### config.mk
export PLATFORM = sky130hd
export DESIGN_NAME = multicycle_controller
export DESIGN_NICKNAME = d
export VERILOG_FILES = /design/src/rtl/multicycle_controller.sv
export SDC_FILE = /design/constraint.sdc
export NUM_CORES = 1
export LEC_CHECK = 0
export BUFFER_PORTS_ARGS = -buffer_cell sky130_fd_sc_hd__buf_4
export CAP_MARGIN = 25
export CORE_MARGIN = 1.5
export CORE_UTILIZATION = 45
export DETAILED_ROUTE_END_ITERATION = 7
export HOLD_SLACK_MARGIN = 0.12
export PLACE_DENSITY = 0.88
export SLEW_MARGIN = 5
export SYNTH_ARGS = -nofsm -noshare
export SYNTH_HDL_FRONTEND = slang
export SYNTH_SLANG_ARGS = --single-unit
### constraint.sdc
create_clock -name clk -period 3.05 [get_ports clk]
set_clock_uncertainty 0.05 [all_clocks]
set_input_delay 0 -clock clk [delete_from_list [all_inputs] [get_ports clk]]
set_output_delay 0 -clock clk [all_outputs]
set_load 0.01 [all_outputs]
### src/rtl/multicycle_controller.sv
// Control FSM for a multicycle RV32I subset datapath (lw/sw/R/I/branch/jal/jalr/lui).
// ImmSrc decodes from op in every state; the write enables are forced low while reset is held.
module multicycle_controller (
    input  logic       clk,
    input  logic       rst,
    input  logic [6:0] op,
    input  logic [2:0] funct3,
    input  logic [6:0] funct7,
    input  logic       Zero,
    output logic       PCWrite,
    output logic       AdrSrc,
    output logic       MemWrite,
    output logic       IRWrite,
    output logic [1:0] ResultSrc,
    output logic [1:0] ALUSrcA,
    output logic [1:0] ALUSrcB,
    output logic [2:0] ALUControl,
    output logic [2:0] ImmSrc,
    output logic       RegWrite,
    output logic       Illegal
);

    typedef enum logic [3:0] {
        FETCH, DECODE, MEMADR, MEMREAD, MEMWB, MEMWRITE, EXECR,
        EXECI, ALUWB, BRANCH, JAL, JALRADR, JALRJ, LUI
    } state_t;

    localparam logic [6:0] OP_LW   = 7'b0000011;
    localparam logic [6:0] OP_SW   = 7'b0100011;
    localparam logic [6:0] OP_R    = 7'b0110011;
    localparam logic [6:0] OP_I    = 7'b0010011;
    localparam logic [6:0] OP_BR   = 7'b1100011;
    localparam logic [6:0] OP_JAL  = 7'b1101111;
    localparam logic [6:0] OP_JALR = 7'b1100111;
    localparam logic [6:0] OP_LUI  = 7'b0110111;

    localparam logic [2:0] ALU_ADD = 3'b000;
    localparam logic [2:0] ALU_SUB = 3'b001;
    localparam logic [2:0] ALU_AND = 3'b010;
    localparam logic [2:0] ALU_OR  = 3'b011;
    localparam logic [2:0] ALU_XOR = 3'b100;
    localparam logic [2:0] ALU_SLT = 3'b101;

    state_t     state_q, state_d;
    logic       pc_write_c, mem_write_c, ir_write_c, reg_write_c, illegal_c;
    logic [2:0] alu_exec_c;

    // NOTE: state register uses non-blocking assignment; reset is asynchronous and lands in FETCH.
    always_ff @(posedge clk or negedge rst) begin
        if (!rst) state_q <= FETCH;
        else      state_q <= state_d;
    end

    // funct7[5] selects sub only for register-register ops; addi with that bit set is still add.
    always_comb begin
        unique case (funct3)
            3'b000:  alu_exec_c = (state_q == EXECR && funct7[5]) ? ALU_SUB : ALU_ADD;
            3'b111:  alu_exec_c = ALU_AND;
            3'b110:  alu_exec_c = ALU_OR;
            3'b100:  alu_exec_c = ALU_XOR;
            3'b010:  alu_exec_c = ALU_SLT;
            default: alu_exec_c = ALU_ADD;
        endcase
    end

    always_comb begin
        unique case (op)
            OP_LW, OP_I, OP_JALR: ImmSrc = 3'b000;
            OP_SW:                ImmSrc = 3'b001;
            OP_BR:                ImmSrc = 3'b010;
            OP_JAL:               ImmSrc = 3'b011;
            OP_LUI:               ImmSrc = 3'b100;
            default:              ImmSrc = 3'b000;
        endcase
    end

    // NOTE: every output gets a default first so no path through the case infers a latch.
    always_comb begin
        state_d     = state_q;
        pc_write_c  = 1'b0;
        mem_write_c = 1'b0;
        ir_write_c  = 1'b0;
        reg_write_c = 1'b0;
        illegal_c   = 1'b0;
        AdrSrc      = 1'b0;
        ResultSrc   = 2'b00;
        ALUSrcA     = 2'b00;
        ALUSrcB     = 2'b00;
        ALUControl  = ALU_ADD;
        unique case (state_q)
            FETCH: begin
                ir_write_c = 1'b1;
                pc_write_c = 1'b1;
                ALUSrcB    = 2'b10;
                ResultSrc  = 2'b10;
                state_d    = DECODE;
            end
            DECODE: begin
                ALUSrcA = 2'b01;
                ALUSrcB = 2'b01;
                unique case (op)
                    OP_LW, OP_SW: state_d = MEMADR;
                    OP_R:         state_d = EXECR;
                    OP_I:         state_d = EXECI;
                    OP_BR:        state_d = BRANCH;
                    OP_JAL:       state_d = JAL;
                    OP_JALR:      state_d = JALRADR;
                    OP_LUI:       state_d = LUI;
                    default: begin
                        illegal_c = 1'b1;
                        state_d   = FETCH;
                    end
                endcase
            end
            MEMADR: begin
                ALUSrcA = 2'b10;
                ALUSrcB = 2'b01;
                state_d = (op == OP_LW) ? MEMREAD : MEMWRITE;
            end
            MEMREAD: begin
                AdrSrc  = 1'b1;
                state_d = MEMWB;
            end
            MEMWB: begin
                ResultSrc   = 2'b01;
                reg_write_c = 1'b1;
                state_d     = FETCH;
            end
            MEMWRITE: begin
                AdrSrc      = 1'b1;
                mem_write_c = 1'b1;
                state_d     = FETCH;
            end
            EXECR: begin
                ALUSrcA    = 2'b10;
                ALUControl = alu_exec_c;
                state_d    = ALUWB;
            end
            EXECI: begin
                ALUSrcA    = 2'b10;
                ALUSrcB    = 2'b01;
                ALUControl = alu_exec_c;
                state_d    = ALUWB;
            end
            ALUWB: begin
                reg_write_c = 1'b1;
                state_d     = FETCH;
            end
            BRANCH: begin
                ALUSrcA    = 2'b10;
                ALUControl = ALU_SUB;
                pc_write_c = (funct3 == 3'b000) ? Zero : (funct3 == 3'b001) ? ~Zero : 1'b0;
                state_d    = FETCH;
            end
            JAL, JALRJ: begin
                ALUSrcA    = 2'b01;
                ALUSrcB    = 2'b10;
                pc_write_c = 1'b1;
                state_d    = ALUWB;
            end
            JALRADR: begin
                ALUSrcA = 2'b10;
                ALUSrcB = 2'b01;
                state_d = JALRJ;
            end
            LUI: begin
                ResultSrc   = 2'b11;
                reg_write_c = 1'b1;
                state_d     = FETCH;
            end
            default: state_d = FETCH;
        endcase
    end

    // Reset parks the FSM in FETCH, which would otherwise assert PCWrite/IRWrite; mask them.
    assign PCWrite  = rst & pc_write_c;
    assign MemWrite = rst & mem_write_c;
    assign IRWrite  = rst & ir_write_c;
    assign RegWrite = rst & reg_write_c;
    assign Illegal  = rst & illegal_c;

endmodule

==> Word level (Yosys, flattened, before mapping) <==
Index checks and enable logic that the tools add are counted.
W data, S select, Z words.
{ "word_totals": {"reg_bits": 4, "out_inout_bits": 18, "in_bits": 20, "wordCells": 65} }
{ "op_classes": {"bitwise": 6, "n_eq_ne": 26, "n_reduce_logical": 13, "mux": 19} }
{ "op_table": {"columns": ["op", "n"], "rows": [
  ["$pmux W4 S7", 1],
  ["$eq A4 B4 Y1 const B", 6],
  ["$pmux W4 S6", 1],
  ["$eq A7 B6 Y1 const B", 3],
  ["$eq A7 B7 Y1 const B", 3],
  ["$eq A4 B3 Y1 const B", 4],
  ["$pmux W3 S5", 1],
  ["$pmux W3 S4", 1],
  ["$eq A3 B3 Y1 const B", 3],
  ["$mux W1", 9],
  ["$reduce_or A3 Y1", 3],
  ["$eq A4 B2 Y1 const B", 2],
  ["$pmux W2 S2", 2],
  ["$reduce_or A4 Y1", 2],
  ["$reduce_or A8 Y1", 1],
  ["$eq A7 B2 Y1 const B", 1],
  ["$eq A7 B5 Y1 const B", 1],
  ["$pmux W2 S3", 1],
  ["$pmux W3 S2", 1],
  ["$reduce_or A2 Y1", 3],
  ["$and A1 B1 Y1", 5],
  ["$reduce_or A5 Y1", 1],
  ["$eq A4 B1 Y1 const B", 1],
  ["$logic_not A4 Y1", 1],
  ["other kinds (7)", 7]
]} }

==> Longest topological paths before layout <==
Gate-level depths: netlist of run 1.
{ "depth": {"ltp_word": 5, "depth_mapped": 5, "mapped_depth_nobuf": 4} }

==> Least setup slack after synthesis of run 1 <==
No wires, ideal clock.
{ "synth_timing": {"path_kind": "reg-to-output", "start": "register state_q[3]", "end": "output port PCWrite", "required_ps": 3000, "path_slack_ps": 1779, "path_buffers": 1, "arrival_ps": 1221, "path_stages_with_launch": 5, "path_cell_list": "dfrtp_1 buf_4 xor2_1 o31ai_2 o21a_1"} }
{ "synth_between": {"elab_chain_cells": 4} }
{ "synth_rtl": {"columns": ["item", "line_no", "rtl"], "rows": [
  ["start, declared", "44", "state_t state_q, state_d;"],
  ["start signal, assigned", "51", "else state_q <= state_d;"],
  ["$eq A4 B4 Y1 or $logic_not A4 Y1 (tied branches)", "90", "unique case (state_q)"],
  ["$reduce_or A3 Y1 (no source line)", null, null],
  ["$pmux W1 S2 (*)", "90", null],
  ["$and A1 B1 Y1 (*)", "176", "assign PCWrite = rst & pc_write_c;"],
  ["end, declared", "10", "output logic PCWrite,"]
]} }
Every way passes the cells marked *; elsewhere a longest branch is shown, timed or not.

==> Worst setup path after layout of run 1 <==
{ "layout_timing": {"start": "register state_q[1]", "end": "register state_q[1]"} }
{ "layout_between": {"elab_chain_cells": 3} }
{ "layout_rtl": {"columns": ["item", "line_no"], "rows": [
  ["$eq A4 B3 Y1 or $eq A4 B4 Y1 (tied branches)", "90"],
  ["$reduce_or A4 Y1 (no source line)", null],
  ["$pmux W4 S6 (*)", "90"],
  ["via state_d[1]", "44"]
]} }
Mark *: on every way through the listed nets, which the timed path passes. The rest lies on a longest branch.

==> reports/results.tsv, run 1 <==
metric	value	unit
status	finished, final reports clean	
synth_compound_area_share	23.1	%
finalWeightedCongestion	0.879	
syn_avg_cell_area	7.10	µm²
drt_iter0_markers	23	
cp-end-kind	flop	
cts_buffers	3	
power.total	462	µW
rsz0062_at_grt	no	
syn_nets	113	
cap_violations	0	
synth.area.mux_share	0	%
track_usage	24.2	%
crit_type	flop to flop	
yosysWarnings	0	
cts_tree	built	
die_x	41.3	µm
largest_reg_flops	4	
root_buffer	clkbuf_4	
power.leakage	0.000457	µW
antennaDiodeCount	0	
die_h	41.3	µm
period_share	81.8	%
hold_ws	226	ps
post_cts_buffers	0	
powerDensity	470	nW/µm²
placed_cells	133	
synthAdderAreaFrac	0	%
syn_area	661	µm²
synthXorXnorAreaFrac	7.95	%
wire_per_inst	13.0	µm
tightest_slew	442	ps
setup_tns	0	ps
slowest_stage	dlygate4sd3_1	
synthToLayoutAreaGrowth	48.9	%
start_util	49.5	%
synth_edf_count	0	
synthDistinctLibCells	42	
crit_top_cell	dlygate4sd3_1	
antenna_found_initial	0	
h-tree-depth	1	
fmax	401	MHz
cpPeakStageDelay	570	ps
start_kind	flop	
drive_gt1_share	34.6	%
cp.buffers_inverters	2	
ant_nets	0	
ys_async_sr_fraction	100	%
cp_top_family	buffers and inverters	
slew_viol_final	0	
peakVddDrop	0.000315	V
dieArea	1710	µm²
relSlewSlack	70.3	%
port_buffers	31	
post_cts_resized	0	
synth_area_leaders	dfrtp_1, nor3_1, xnor2_1, nand2_1, nor2_1	
hpwl	1370	µm
ctsHoldBuffers	9	
hold_path_class	primary input to output port	
grt_overflow	0	
reg_top3	state_q (4)	
crit_arrival	2620	ps
final_cells	145	
grt_max_degree	15	
synth_simple_gate_area_share	45.3	%
synth_top_family_by_area	simple AND/OR/NAND/NOR gates	
cts_sinks	4	
wl	1890	µm
first_pass_iters	4	
clock_latency	240	ps
yosys.area.top_type	dfrtp_1	
drc_errors	0	
synth_top_area_share	15.2	%
synth.yosys.seq_area_share	15.2	%
rows	13	
critical_path_required	3170	ps
hold_viol_final	0	
core_region_area	1330	µm²
vias	825	
path_cells	and2b_4 > and2_4 > nand3_2 > dlygate4sd3_1 > o21ai_1 > dlygate4sd3_1	
grt_pass1_vias	638	
regMostFlops	state_q	
synthCells	93	
setup_viol	0	
grt_pass1_wl	2740	µm
fin_nets	152	
period_needed	2490	ps
synth_seq_cells	4	
routed_via_density	5.69	
synthFlopType	dfrtp_1	
clk_pin_slew	40	ps
cts.path.max_buffers	2	
io_pins	38	
cp_max_fo	14	
logic make-up (layout without fill, tap and decap cells):
kind of cell	Yosys count	after routing
DFF	4	4
buffers and inverters	10	47
xor gates and xnor gates	6	6
and+or+nand+nor	51	51
AOI/OAI and AO/OA	22	22
synthesized netlist by cell type, types with 2 or more instances:
cell type / instances
inv_2: 2
nand2b_1: 4
buf_4: 2
o31ai_2: 2
a21oi_1: 5
buf_2: 3
dfrtp_1: 4
and3_1: 2
xnor2_1: 4
nor2b_1: 2
nor3_1: 8
inv_1: 2
nand2_1: 9
and2b_4: 2
o21ai_1: 5
nor2_1: 9
nand3_1: 2
xor2_1: 2
report_power, final:
| part | total [µW] | switching, µW | internal (µW) |
|---|---|---|---|
| clock network | 67.4 | 23.3 | 44.1 |
| logic | 302 | 144 | 158 |
| registers | 93.4 | 31.6 | 61.8 |
| total | 462 | 198 | 264 |
final cells by class:
type | count | area [µm²]
clock buffer | 3 | 22.5
fill | 119 | 350
inverter | 4 | 15.0
multi-input combinational | 79 | 504
sequential | 4 | 100
tap | 15 | 18.8
timing repair buffer | 40 | 323
worst min-delay path, stage by stage:
cell and delay, ps:
buf_4 100, nor3_1 50, buf_4 130
metal layers:
layer,share of wire [%],wire [µm],up-vias,GRT usage (%)
met5,0,0,-,0
met2,49,921,34,41.4
li1,-,-,409,-
met1,43,820,380,29.7
met4,0.90,17,0,12.1
met3,7.0,133,2,2.66
metrics by stage:
| step | setup WS, ps | instance area, µm² | utilization, % |
|---|---|---|---|
| after floorplan | 1780 | 661 | - |
| after global placement | 1600 | 871 | 65.3 |
| after detailed placement | 1570 | 871 | 65.3 |
| after CTS | 565 | 983 | 73.7 |
| after global routing | 439 | 983 | 73.7 |
| final | 555 | 983 | 73.7 |
final timing paths:
kind / from / endpoint / slack [ps] / cells past startpoint
setup / recovery: state_q[1]$_DFF_PN0_ / state_q[1]$_DFF_PN0_ / 560 / 6
hold / removal: funct3[0] / ALUControl[2] / 230 / 3
setup reg to reg: state_q[1]$_DFF_PN0_ / state_q[1]$_DFF_PN0_ / 560 / 6
hold reg to reg: state_q[1]$_DFF_PN0_ / state_q[3]$_DFF_PN0_ / 770 / 2
max in group asynchronous: rst / state_q[1]$_DFF_PN0_ / 2110 / 3
min in group asynchronous: rst / state_q[2]$_DFF_PN0_ / 660 / 3
placed cells by master, fill, tap and decap left out, types with 2 or more instances in the layout:
master,instances
nor2_1,9
inv_1,2
nand2_1,9
clkbuf_4,3
xnor2_1,4
nor3_1,8
nand2b_1,4
inv_2,2
o31ai_2,2
dfrtp_1,4
and3_1,2
and2b_4,2
buf_4,31
dlygate4sd3_1,9
nor2b_1,2
a21oi_1,5
o21ai_1,5
nand3_1,2
xor2_1,2
No activity file was read; power rests on OpenSTA's default activity.
==> run 2: changes to the inputs <==
ABC_AREA = 1   (was unset)
CORE_ASPECT_RATIO = 1.2   (was unset)
CORE_UTILIZATION = 37   (was 45)
PLACE_DENSITY = 0.8   (was 0.88)
clock period = 2.1 ns   (was 3.05 ns; I/O delays follow)
==> reports/results.tsv, run 2 <==
metric	value	unit	change
syn_avg_cell_area	5.37	µm²	-24%
synth_area_leaders	nand2_1, dfrtp_1, nor3_2, nor2_1, inv_1		
antennaDiodeCount	0		unchanged
synth_commonest_cells	nand2_1, nor2_1, inv_1		
synthToLayoutAreaGrowth	52.6	%	
drt_iter0_markers	11		-52%
path_cells	nor2_1 > nand2_1 > nor2_1 > nand3_1 > nor3_2 > buf_4		
power.leakage	0.000537	µW	+18%
yosysMostFrequentCell	nand2_1		
syn_nets	132		+17%
use_met2	44.3	%	+2.9 points
routed_via_density	4.89		-14%
rsz0062_at_grt	no		
synth_top_area_share	24.9	%	+9.8 points
antenna_found_initial	0		unchanged
grt_util_met1	18.2	%	-12 points
finalWeightedCongestion	0.791		-10%
vias	816		-1.1%
cpPeakStageDelay	470	ps	-100 ps
reg_top3	state_q (4)		
fmax	643	MHz	
r2r_setup_slack	860	ps	+300 ps
yosys.area.top_type	nand2_1		
wl	1690	µm	-11%
crit_cells	6		unchanged
period_needed	1560	ps	
setup_tns	0	ps	unchanged
first_pass_iters	4		unchanged
syn_area	602	µm²	-8.9%
yosysWarnings	0		unchanged
regMostFlops	state_q		
die_x	39.8	µm	-3.6%
cts_sinks	4		unchanged
crit_arrival	1510	ps	-1110 ps
cp_max_fo	7		-7
crit_top_cell	nor2_1		
min_path_cells	5		+2
cts_buffers	3		unchanged
min-delay-start	op[4]		
dieArea	1880	µm²	+10%
reg2regPathDepth	5		-1
die_h	47.2	µm	+14%
cts_tree	built		
hold_path_class	primary input to flop		
fin_nets	172		+13%
cp-end-kind	output port		
rows	15		+2
slew_viol_final	0		unchanged
peakVddDrop	0.000455	V	+44%
cap_violations	0		unchanged
synthDistinctLibCells	19		-55%
ys_async_sr_fraction	100	%	unchanged
critical_path_required	2050	ps	-1120 ps
synth_edf_count	0		unchanged
synth_seq_cells	4		unchanged
r2r-start	state_q[2]$_DFF_PN0_		
tightest_slew	308	ps	-134 ps
h-tree-depth	1		unchanged
clock_latency	230	ps	about the same
start_util	40.6	%	-8.9 points
grt_pass1_wl	2690	µm	-1.8%
drive_gt1_share	36.0	%	+1.4 points
clk_pin_slew	30	ps	about the same
layout_common_cells	nand2_1, buf_4, nor2_1, inv_1, nand3_1		
synth.yosys.seq_area_share	16.6	%	+1.5 points
cp_top_family	simple AND/OR/NAND/NOR gates		
wire_per_inst	10.1	µm	-22%
track_usage	20.9	%	-3.3 points
core_region_area	1480	µm²	+11%
synthCells	112		+20%
io_pins	38		unchanged
post_cts_resized	0		unchanged
port_buffers	31		unchanged
grt_overflow	0		unchanged
hold_viol_final	0		unchanged
use_met3	3.32	%	+0.66 points
crit_type	flop to output port		
status	finished, final reports clean		
period_share	74.1	%	
cp.buffers_inverters	1		-1
root_buffer	clkbuf_4		
powerDensity	598	nW/µm²	+27%
final_cells	167		+15%
largest_reg_flops	4		unchanged
setup_viol	0		unchanged
ant_nets	0		unchanged
final_common_cell	nand2_1		
cts.path.max_buffers	2		unchanged
r2r_end	state_q[1]$_DFF_PN0_		
synthFlopType	dfrtp_1		
placed_cells	160		+20%
holdPathEnd	state_q[2]$_DFF_PN0_		
slowest_stage	dfrtp_1		
drc_errors	0		unchanged
top_usage_layer	met2		
hpwl	1360	µm	-0.69%
grt_pass1_vias	749		+17%
grt_max_degree	8		-7
relSlewSlack	79.5	%	+9.2 points
start_kind	flop		
-- run 2: cell types whose count changed after synthesis, moves of 4 or more --
| cell | before | now |
|---|---|---|
| inv_1 | 2 | 12 |
| nand3_1 | 2 | 8 |
| nor2_1 | 9 | 13 |
| inv_2 | 2 | 7 |
| nor3_2 | 0 | 5 |
| nand2_1 | 9 | 40 |
| nand2b_1 | 4 | 0 |
-- run 2: worst max-delay path by stage --
stage | from | end | slack (ps)
floorplan | state_q[2]$_DFF_PN0_ | Illegal | 980
global placement | state_q[2]$_DFF_PN0_ | Illegal | 820
detailed placement | state_q[2]$_DFF_PN0_ | Illegal | 800
CTS | state_q[2]$_DFF_PN0_ | Illegal | 540
global route | state_q[2]$_DFF_PN0_ | Illegal | 400
finish | state_q[2]$_DFF_PN0_ | Illegal | 540
-- run 2: logic make-up (layout without fill, tap and decap cells) --
logic type | after synthesis | after routing | share of synthesized area (%)
AND/OR/NAND/NOR | 80 | 80 | 62.4
flip-flops | 4 | 4 | 16.6
XOR/XNOR | 1 | 1 | 1.46
buffers and inverters | 19 | 57 | 11.9
AO/OA/AOI/OAI | 8 | 8 | 7.69
-- run 2: timing repair --
item | in CTS | in global routing
hold endpoints to repair | 6 | 0
buffers inserted | 0 | 0
hold buffers | 4 | 0
setup endpoints to repair | 0 | 0
-- run 2: worst reg2reg max path, delay by kind of cell, from the launching register on --
| family | cells | cell delay [ps] |
|---|---|---|
| DFF | 1 | 470 |
| buffers and inverters | 1 | 110 |
| and+or+nand+nor | 4 | 530 |
-- run 2: metrics by stage --
stage	power (µW)	util, %	setup WS, ps	instance area (µm²)	hold slack [ps]
after floorplan	300	-	976	602	-346
after detailed placement	452	57.7	801	856	-245
final	550	61.9	545	918	140
after CTS	554	61.9	541	918	131
after global routing	601	61.9	400	918	175
after global placement	450	57.7	816	856	-246
-- run 2: power breakdown --
part | internal, µW | total, µW | switching (µW)
clock | 63.6 | 90.7 | 27.1
sequential | 90.3 | 112 | 21.6
combinational | 153 | 347 | 194
total | 307 | 550 | 242
-- run 2: cell type report --
cell class	count	area (µm²)
fill	143	564
multi-input combinational	89	430
timing repair buffer	35	273
sequential	4	100
inverter	19	71.3
clock buffer	3	22.5
tap	17	21.3
-- run 2: per-layer routing --
| layer | share of wire (%) | vias to the layer above |
|---|---|---|
| li1 | - | 431 |
| met1 | 36 | 352 |
| met2 | 57 | 31 |
| met3 | 5.4 | 2 |
| met4 | 1.2 | 0 |
| met5 | 0 | - |
==> run 3: changes to the inputs <==
ABC_AREA = 0   (was 1)
CORE_UTILIZATION = 39   (was 37)
PLACE_DENSITY = 0.81   (was 0.8)
clock period = 1.3 ns   (was 2.1 ns; I/O delays follow)
==> reports/results.tsv, run 3 (synthesis gave the netlist of run 1 again) <==
metric	value	unit	change
antenna_found_initial	0		unchanged
fin_nets	165		-4.1%
drive_gt1_share	47.6	%	+12 points
period_needed	1540	ps	
die_h	48.1	µm	+1.9%
antennaDiodeCount	0		unchanged
period_share	119	%	
power_switching_share	40.9	%	-3.2 points
fmax	648	MHz	
fill_cells	140		-2.1%
drc_errors	0		unchanged
grt_pass1_wl	3060	µm	+14%
hpwl	1560	µm	+15%
wl	2300	µm	+36%
rsz0062_at_grt	yes		
rows	16		+1
wire_per_inst	14.3	µm	+41%
cts_sinks	4		unchanged
synthToLayoutAreaGrowth	75.6	%	
p_switching	514	µW	+110%
p_int	742	µW	+140%
cts_buffers	3		unchanged
power.leakage	0.000536	µW	-0.17%
start_util	41.3	%	+0.66 points
hold_path_class	primary input to flop		
start_kind	flop		
hold_ws	150	ps	+9.41 ps
status	finished with violations		
utilization	72.4	%	+10 points
grt_overflow	0		unchanged
worst_slack	-242	ps	-787 ps
relSlewSlack	75.6	%	-3.9 points
cpPeakStageDelay	430	ps	-40 ps
dieArea	1950	µm²	+3.9%
power.total	1260	µW	+130%
pwr-share-comb	72.5	%	+9.4 points
vias	872		+6.9%
routed_via_density	5.42		+11%
crit_type	flop to output port		
cap_violations	0		unchanged
cts.path.max_buffers	2		unchanged
regMostFlops	state_q		
p_clk_share	12.2	%	-4.3 points
io_pins	38		unchanged
clk_pin_slew	40	ps	about the same
cp_top_family	simple AND/OR/NAND/NOR gates		
slowest_stage	dfrtp_2		
setup_viol	15		+15
tightest_slew	363	ps	+55.1 ps
root_buffer	clkbuf_4		
die_x	40.6	µm	+1.9%
violations	setup timing		
grt_max_degree	10		+2
grt_pass1_vias	799		+6.7%
cp.buffers_inverters	1		unchanged
ant_nets	0		unchanged
powerDensity	1080	nW/µm²	+81%
crit_arrival	1490	ps	-20 ps
cts_tree	built		
layout_common_cells	buf_4, nand2_1, nor2_1, dlygate4sd3_1, nor3_1		
critical_path_required	1250	ps	-800 ps
h-tree-depth	1		unchanged
cp_max_fo	5		-2
finalWeightedCongestion	0.795		+0.52%
path_cells	and2b_4 > nand2_2 > nor4_2 > o21a_1 > buf_4		
final_common_cell	buf_4		
drt_iter0_markers	13		+2
cp-end-kind	output port		
reg_top3	state_q (4)		
hold_viol_final	0		unchanged
core_region_area	1600	µm²	+8.0%
port_buffers	31		unchanged
largest_reg_flops	4		unchanged
p_seq_share	15.4	%	-5.0 points
peakVddDrop	0.000885	V	+94%
slew_viol_final	0		unchanged
track_usage	23.5	%	+2.7 points
first_pass_iters	4		unchanged
clock_latency	230	ps	about the same
[run 3: changes by cell type in the layout (fill, tap and decap cells not counted), moves of 4 or more]
| cell | change |
|---|---|
| nand2_1 | -31 |
| buf_4 | +10 |
| inv_1 | -10 |
| nand3_1 | -6 |
| dlygate4sd3_1 | +5 |
| inv_2 | -5 |
| nor3_2 | -5 |
| nor2_1 | -4 |
[run 3: worst paths after layout]
kind	startpoint	end	slack [ps]	depth (start not counted)
worst max register to register	state_q[3]$_DFF_PN0_	state_q[0]$_DFF_PN0_	-70	4
min in group asynchronous	rst	state_q[2]$_DFF_PN0_	690	3
worst min-delay path	op[6]	state_q[2]$_DFF_PN0_	150	4
max in group asynchronous	rst	state_q[0]$_DFF_PN0_	330	3
worst max-delay path	state_q[2]$_DFF_PN0_	PCWrite	-240	5
worst min register to register	state_q[1]$_DFF_PN0_	state_q[3]$_DFF_PN0_	630	2
[run 3: final cells by class]
class / instances / area [µm²] / share of cell area, %
tap: 18 / 22.5 / 1.94
inverter: 4 / 15.0 / 1.29
multi-input combinational: 79 / 564 / 48.7
sequential: 4 / 104 / 8.95
timing repair buffer: 53 / 432 / 37.2
clock buffer: 3 / 22.5 / 1.94
[run 3: metal layers]
| metal | vias up | wire, µm | global-route usage (%) |
|---|---|---|---|
| met5 | - | 0 | 0 |
| met4 | 0 | 53 | 12.7 |
| met3 | 4 | 135 | 2.33 |
| met2 | 43 | 1300 | 47.6 |
| met1 | 390 | 813 | 21.8 |
| li1 | 435 | - | - |
[run 3: metrics by stage]
step | cell area (µm²) | std cells | setup WS, ps | setup TNS [ps]
after floorplan | 661 | 93 | 29.0 | 0
after global placement | 935 | 144 | 18.7 | 0
after detailed placement | 935 | 144 | -18.8 | -18.8
after CTS | 1080 | 160 | -243 | -1610
after global routing | 1160 | 161 | -329 | -3070
final | 1160 | 161 | -242 | -1960
[run 3: worst reg2reg max path: stages (launching register included)]
cell and delay (ps):
dfrtp_2 470, nor2_2 220, and2_4 200, nand3_2 100
o31ai_2 230
[run 3: what timing repair did]
item                                   4_1_cts  5_1_grt
hold buffers                                 9        0
gates resized for setup                      3       13
endpoints found under the hold margin        7        0
pin swaps                                    1        6
setup endpoints to repair                   15       19
buffers inserted                             4        1
cloned                                       0        0
[run 3: power groups by stage]
stage	clock network, µW	logic (µW)	registers (µW)
finish	153	910	193
global route	164	989	196
CTS	157	818	185
detailed placement	0	732	183
global placement	0	720	181
floorplan	0	471	153
